`src/rtl/vga_timing_gen.sv`:
```
// ---------------------------------------------------------------------------
// vga_timing_gen
//
// Raster timing generator for the pixel core. Produces wrapping horizontal
// and vertical scan counters (default 640x480@60, 800x525 total), the
// undelayed active-area flag, line/frame start strobes, and VGA sync plus
// display-enable outputs. The sync and display-enable outputs pass through
// a PIPE_DELAY-deep delay line so they line up with the core's registered
// pixel output.
//
// Optional feature macro: VGA_TIMING_FRAME_CNT_EN
//   defined   -> frame_count is an 8-bit frame counter (mod 256)
//   undefined -> frame_count is tied to zero
//
// Ports:
//   clk         in   system clock
//   rst_n       in   synchronous active-low reset
//   pix_en      in   pixel-clock enable; all state advances only when high
//   pixel_col   out  [9:0] column counter, 0..H_TOTAL-1 (raw, unsaturated)
//   pixel_row   out  [9:0] row counter, 0..V_TOTAL-1 (raw, unsaturated)
//   active      out  undelayed col<H_ACTIVE && row<V_ACTIVE
//   line_start  out  pix_en && col==0
//   frame_start out  pix_en && col==0 && row==0
//   hsync       out  horizontal sync, active-low, delayed PIPE_DELAY
//   vsync       out  vertical sync, active-low, delayed PIPE_DELAY
//   de          out  display enable (active delayed PIPE_DELAY)
//   frame_count out  [7:0] frame counter (see macro above)
//
// H_TOTAL and V_TOTAL must not exceed 1024 (10-bit counters); PIPE_DELAY
// is legal in the range 0..4.
// ---------------------------------------------------------------------------
module vga_timing_gen #(
    parameter int unsigned H_ACTIVE   = 640,
    parameter int unsigned H_FP       = 16,
    parameter int unsigned H_SYNC     = 96,
    parameter int unsigned H_BP       = 48,
    parameter int unsigned V_ACTIVE   = 480,
    parameter int unsigned V_FP       = 10,
    parameter int unsigned V_SYNC     = 2,
    parameter int unsigned V_BP       = 33,
    parameter int unsigned PIPE_DELAY = 1
) (
    input  logic       clk,
    input  logic       rst_n,
    input  logic       pix_en,
    output logic [9:0] pixel_col,
    output logic [9:0] pixel_row,
    output logic       active,
    output logic       line_start,
    output logic       frame_start,
    output logic       hsync,
    output logic       vsync,
    output logic       de,
    output logic [7:0] frame_count
);

    localparam int unsigned H_TOTAL = H_ACTIVE + H_FP + H_SYNC + H_BP;
    localparam int unsigned V_TOTAL = V_ACTIVE + V_FP + V_SYNC + V_BP;

    // 11-bit constants so a full 1024 boundary is still representable.
    localparam logic [10:0] H_LAST   = 11'(H_TOTAL - 1);
    localparam logic [10:0] V_LAST   = 11'(V_TOTAL - 1);
    localparam logic [10:0] H_VIS    = 11'(H_ACTIVE);
    localparam logic [10:0] V_VIS    = 11'(V_ACTIVE);
    localparam logic [10:0] HS_BEGIN = 11'(H_ACTIVE + H_FP);
    localparam logic [10:0] HS_END   = 11'(H_ACTIVE + H_FP + H_SYNC);
    localparam logic [10:0] VS_BEGIN = 11'(V_ACTIVE + V_FP);
    localparam logic [10:0] VS_END   = 11'(V_ACTIVE + V_FP + V_SYNC);

    logic [9:0]  col;
    logic [9:0]  row;
    logic [10:0] col_x;
    logic [10:0] row_x;
    logic        col_wrap;
    logic        row_wrap;
    logic        hs_raw;
    logic        vs_raw;
    logic        act_raw;

    assign col_x = {1'b0, col};
    assign row_x = {1'b0, row};

    always_comb begin
        col_wrap = (col_x == H_LAST);
        row_wrap = (row_x == V_LAST);
        act_raw  = (col_x < H_VIS) && (row_x < V_VIS);
        hs_raw   = !((col_x >= HS_BEGIN) && (col_x < HS_END));
        vs_raw   = !((row_x >= VS_BEGIN) && (row_x < VS_END));
    end

    // Scan counters.
    always_ff @(posedge clk) begin
        if (!rst_n) begin
            col <= '0;
            row <= '0;
        end else if (pix_en) begin
            if (col_wrap) begin
                col <= '0;
                row <= row_wrap ? '0 : row + 10'd1;
            end else begin
                col <= col + 10'd1;
            end
        end
    end

    assign pixel_col   = col;
    assign pixel_row   = row;
    assign active      = act_raw;
    assign line_start  = pix_en && (col == '0);
    assign frame_start = pix_en && (col == '0) && (row == '0);

    // Delay line of {hs, vs, de}; reset loads the idle pattern into every
    // stage so no partial sync pulse survives a mid-frame reset.
    generate
        if (PIPE_DELAY == 0) begin : g_no_delay
            assign hsync = hs_raw;
            assign vsync = vs_raw;
            assign de    = act_raw;
        end else begin : g_delay
            logic [2:0] stage [PIPE_DELAY];

            always_ff @(posedge clk) begin
                if (!rst_n) begin
                    for (int unsigned i = 0; i < PIPE_DELAY; i++) begin
                        stage[i] <= 3'b110;
                    end
                end else if (pix_en) begin
                    stage[0] <= {hs_raw, vs_raw, act_raw};
                    for (int unsigned i = 1; i < PIPE_DELAY; i++) begin
                        stage[i] <= stage[i-1];
                    end
                end
            end

            assign hsync = stage[PIPE_DELAY-1][2];
            assign vsync = stage[PIPE_DELAY-1][1];
            assign de    = stage[PIPE_DELAY-1][0];
        end
    endgenerate

`ifdef VGA_TIMING_FRAME_CNT_EN
    logic [7:0] frames;

    // Advances on the same edge that takes the counters from the last
    // pixel of the frame back to (0,0).
    always_ff @(posedge clk) begin
        if (!rst_n) begin
            frames <= '0;
        end else if (pix_en && col_wrap && row_wrap) begin
            frames <= frames + 8'd1;
        end
    end

    assign frame_count = frames;
`else
    assign frame_count = '0;
`endif

endmodule

```
`config.mk`:
```
export PLATFORM = sky130hd
export DESIGN_NAME = vga_timing_gen
export DESIGN_NICKNAME = d
export VERILOG_FILES = /design/src/rtl/vga_timing_gen.sv
export SDC_FILE = /design/constraint.sdc
export NUM_CORES = 1
export LEC_CHECK = 0
export ABC_CLOCK_PERIOD_IN_PS = 2800
export BUFFER_PORTS_ARGS = -buffer_cell sky130_fd_sc_hd__buf_4
export CORE_ASPECT_RATIO = 0.7
export CORE_MARGIN = 1
export CORE_UTILIZATION = 55
export CTS_BUF_LIST = sky130_fd_sc_hd__clkbuf_8
export DETAILED_ROUTE_END_ITERATION = 16
export PLACE_DENSITY_LB_ADDON = 0.08
export SKIP_LAST_GASP = 1
export SLEW_MARGIN = 25
export SYNTH_ARGS = -nofsm -noshare
export SYNTH_HDL_FRONTEND = slang
export SYNTH_SLANG_ARGS = --single-unit
```
`constraint.sdc`:
```
create_clock -name clk -period 2.8 [get_ports clk]
set_clock_uncertainty 0.05 [all_clocks]
set_input_delay 0.56 -clock clk [delete_from_list [all_inputs] [get_ports clk]]
set_output_delay 0.56 -clock clk [all_outputs]
set_load 0.01 [all_outputs]
```
## Yosys cells after proc, flatten, opt, wreduce, memory -nomap -nowiden

Memory sizes are Yosys's and may differ from the RTL's.
Index checks and enable logic that the tools add are counted.

- Flip-flop bits (word level): 20
- Memory bits (writable): 3
- Input bits: 3
- Output and inout bits: 34
- Word-level logic and storage cells: 32
- Memories: 1

- Add/sub/neg operators: 2
- Order comparisons: 6
- Equal/unequal tests: 2
- Muxes and demuxes: 8
- Reduce and logical (&&, ||, !) cells: 11

Memories:

| memory | words | bits a word | rd ports | clocked after Yosys merged registers in | write ports | line | text |
|---|---|---|---|---|---|---|---|
| g_delay.stage | 1 | 3 | 1 | 0 | 1 | 120 | `logic [2:0] stage [PIPE_DELAY];` |

Operators by type and width:

| cell | number |
|---|---|
| adder 10 x 1 -> 10 bit (second input constant) | 2 |
| equality test 10 bit (second input constant) | 2 |
| logical NOT 10 bit | 2 |
| less-than comparator 10 bit (second input constant) | 2 |
| less-than comparator 10 x 9 -> 1 bit (second input constant) | 2 |
| two-way mux 10 bit | 2 |
| >= comparator 10 bit (second input constant) | 1 |
| >= comparator 10 x 9 -> 1 bit (second input constant) | 1 |
| logical AND 1 bit | 5 |
| two-way mux 1 bit | 5 |
| two-way mux 3 bit | 1 |
| OR reduction 3 bit | 1 |
| logical NOT 1 bit | 2 |
| AND reduction 2 bit | 1 |

## Logic depth before layout (Yosys ltp)

- Word-level depth: 5
- Depth in mapped cells: 6
- Gate-level depth less buffers: 6

## Worst setup path before layout

OpenSTA, ideal clock, no wires.

- Kind: register to output
- Start point: register col[0], in the netlist pixel_col[0]
- End point: output port frame_start
- Data arrival time: 1614 ps
- Data required time: 2190 ps
- Slack: 576 ps
- Stages on the path, launching flop included: 6
- Buffers on the path: 0
- Cell sequence: dfxtp_1 -> inv_1 -> ha_1 -> or4b_1 -> nor3_1 -> and4_1

- Longest elaborated chain between the ends: 3

Ends and longest elaborated chain:

| item | line | text |
|---|---|---|
| from (decl) | 70 | `logic [9:0] col;` |
| from (signal assigned) | 101 | `col <= col + 10'd1;` |
| logical NOT 10 bit | - |  |
| logical AND 1 bit | - |  |
| named net line_start | 49 | `output logic line_start,` |
| logical AND 1 bit | 110 | `assign frame_start = pix_en && (col == '0) && (row == '0);` |
| to (decl) | 50 | `output logic frame_start,` |

The timed path passes the listed nets, and every way through them passes these cells.

## Worst setup path after layout

- Start point: register col[0], in the netlist pixel_col[0]
- End point: output port frame_start

- Longest elaborated chain between the ends: 3

Ends and longest elaborated chain:

| item | line |
|---|---|
| logical NOT 10 bit | 110 |
| logical AND 1 bit (2 in a row) | 110 |

Every way passes these cells.

==> impl_metrics.yaml <==
synthesis:
  netlist_area_sq_um: 1319
  syn-instance-count: 147
  synth_seq_cells: 23
  synth_area_leaders: "dfxtp_1 30%, edfxtp_1 6.8%, xnor2_1 5.3%, buf_4 5.1%, nor2_1 4.8%"
  synth_top_area_share_pct: 30.36
  synth_edf_count: 3
  avgSynthCellArea_sq_um: 8.971
  yosys_warnings: 0
  seq_area_frac_synth_pct: 37.19
  async_reset_ff_share_pct: 0
  ys.flop_type: "dfxtp_1"
  synthDistinctLibCells: 39
  yosysTopAreaCell: "dfxtp_1"
  synth.most_common_cell: "dfxtp_1"
  synth_common_cells: "20 x dfxtp_1, 17 x nor2_1, 10 x nand3_1, 9 x buf_4"
cts:
  tritoncts: "done"
  cts_made_buffers: 3
  cts-resized-gates: 0
  htree_num_levels: 1
  cts.sinks: 23
  cts_hold_buffers: 0
  path_clk_slew_ns: 0.08
  post_cts_buffers: 0
  cts-root-buf: "clkbuf_8"
  clk_path_buf_depth: 2
  clock_latency_ns: 0.26
setup_path:
  cp.arrival_ns: 1.89
  r2r_setup_slack_ns: 0.91
  crit_buf_inv: 2
  critical_path.startpoint_type: "register"
  cp_max_fo: 5
  end_kind: "primary output"
  crit_family: "simple AND/OR/NAND/NOR gates"
  path_cells: "inv_1 -> ha_1 -> or4b_1 -> nor3_1 -> and4_1 -> buf_4"
  crit_type: "reg -> out"
  cp_slowest_cell: "or4b_1"
  slowest_delay_ns: 0.44
  r2r.worst_path.cells: 5
  timing.rr.start: "pixel_col[1]"
  r2r-end: "pixel_row[7]"
  required_ns: 2.19
sta:
  timing.fmax_mhz: 400.2
  final_max_slew_viol_count: 0
  post-route-min-period_ns: 2.499
  whs_ns: 0.4786
  rsz0062_at_grt: "no"
  fin_crit_sh_pct: 89.23
  setup_viol: 0
  setup-tns-final_ns: 0
  hold_viol: 0
grt:
  busiest_layer: "met2"
  met2_usage_pct: 36.70
  globalRouteMet1Util_pct: 35.92
  antenna_found_initial: 0
  grt_use_met3_pct: 7.317
  track_usage_pct: 24.84
  gr-total-overflow: 0
  grt_pass1_vias: 1001
  grt_pass1_wl_mm: 4.781
  grt_max_degree: 15
drt:
  vias_per_cell: 5.580
  final_antenna_net_count: 0
  vias: 1144
  first_pass_iters: 4
  remaining_drc_errors: 0
  route.detailed.wl_per_inst_microns: 13.65
  drt_iter0_drc: 65
  totalWireLength_mm: 2.799
final_layout:
  postLayoutCoreUtil_pct: 70.52
  fin_nets: 181
  layout-drive-gt1-share_pct: 22.54
  syn_to_final_growth_pct: 18.03
  diodes: 0
floorplanning:
  die_height_microns: 42.97
  core_sq_um: 2207
  start_util_pct: 59.75
  rows: 14
  dieArea_sq_um: 2601
  die_w_microns: 60.53
  io_pins: 37
power_and_ir_drop:
  leakage_nw: 0.6516
  max-vdd-ir-drop_mv: 0.2796
  powerDensity_nw_per_um2: 378.3
placement:
  gp_congestion: 0.9040
  io_buffers: 28
  place_hpwl_mm: 2.165
flow_run:
  cap_viol_max_count: 0
hold_path:
  min-delay-start: "pixel_col[0]"
  hold_path_depth: 2
  hp-class: "reg -> reg"
  whs_endpoint: "pixel_col[0]"
run_status:
  status: "finished clean"
-- layout by cell type, fill, tap and decap left out, types with 3 or more instances in the layout --
cell / n
nand4_1: 4
edfxtp_1: 3
dfxtp_1: 20
nand2_1: 8
nor4_1: 5
nand3_1: 10
ha_1: 4
and4_1: 3
buf_4: 28
xor2_1: 5
inv_1: 6
xnor2_1: 8
clkbuf_8: 3
nor2_1: 17
nand2b_1: 3
conb_1: 8
and3_1: 5
nor3_1: 7
-- final cells by class --
class / count / area, sq um
Tap cell: 32 / 40.04
Clock buffer: 3 / 41.29
Multi-Input combinational cell: 113 / 752.0
Fill cell: 190 / 650.6
Clock inverter: 1 / 3.754
Sequential cell: 23 / 490.5
Timing Repair Buffer: 28 / 210.2
Inverter: 5 / 18.77
-- how the worst max path moves through the flow --
| stage | slack [ns] | startpoint | endpoint | cells past startpoint |
|---|---|---|---|---|
| detailed placement | 0.47 | pix_en | frame_start | 5 |
| CTS | 0.30 | pixel_col[0] | frame_start | 6 |
| floorplan | 0.58 | pixel_col[0] | frame_start | 5 |
| finish | 0.30 | pixel_col[0] | frame_start | 6 |
| global placement | 0.50 | pix_en | frame_start | 5 |
| global route | 0.22 | pixel_col[0] | frame_start | 6 |
-- metrics by stage --
| stage | cells | power, mW | instance area (sq um) | worst slack [ns] |
|---|---|---|---|---|
| 4_1_cts | 205 | 0.5932 | 1556 | 0.3011 |
| 2_1_floorplan | 154 | 0.3851 | 1345 | 0.5756 |
| 5_1_grt | 205 | 0.6171 | 1556 | 0.2215 |
| 3_3_place_gp | 201 | 0.3947 | 1511 | 0.4976 |
| 3_5_place_dp | 201 | 0.3962 | 1511 | 0.4673 |
| 6_report | 205 | 0.5889 | 1556 | 0.3015 |
-- power breakdown --
| part | total (mW) | switching (mW) | internal, mW |
|---|---|---|---|
| clock network | 0.200 | 0.103 | 0.0980 |
| logic | 0.0465 | 0.0265 | 0.0201 |
| registers | 0.342 | 0.00355 | 0.338 |
-- registers in the layout (all words and copies together) (netlist names) --
name	flops
pixel_row	10
g_delay.stage	3
pixel_col	10
-- layer usage --
layer / part of all wire [%] / vias to the layer above / wire length [microns]
met5: 0 / - / 0
met2: 45 / 52 / 1247
met1: 46 / 537 / 1301
li1: - / 552 / -
met3: 8.5 / 3 / 237
met4: 0.46 / 0 / 13
-- logic make-up after synthesis --
group / after synthesis / share of synthesized area [%]
and+or+nand+nor: 77 / 35.77
DFF: 23 / 37.19
buffers and inverters: 18 / 7.779
xor gates and xnor gates: 13 / 8.634
AOI/OAI and AO/OA: 10 / 5.787
adders and majority gates: 4 / 3.795
other: 1 / 0.2844
muxes: 1 / 0.7590
-- worst min-delay path: stages (launching register included) --
cell,delay [ns]
dfxtp_1,0.35
nand2b_1,0.08
a21boi_1,0.05
Note: power is estimated with default switching activity, not from simulation.
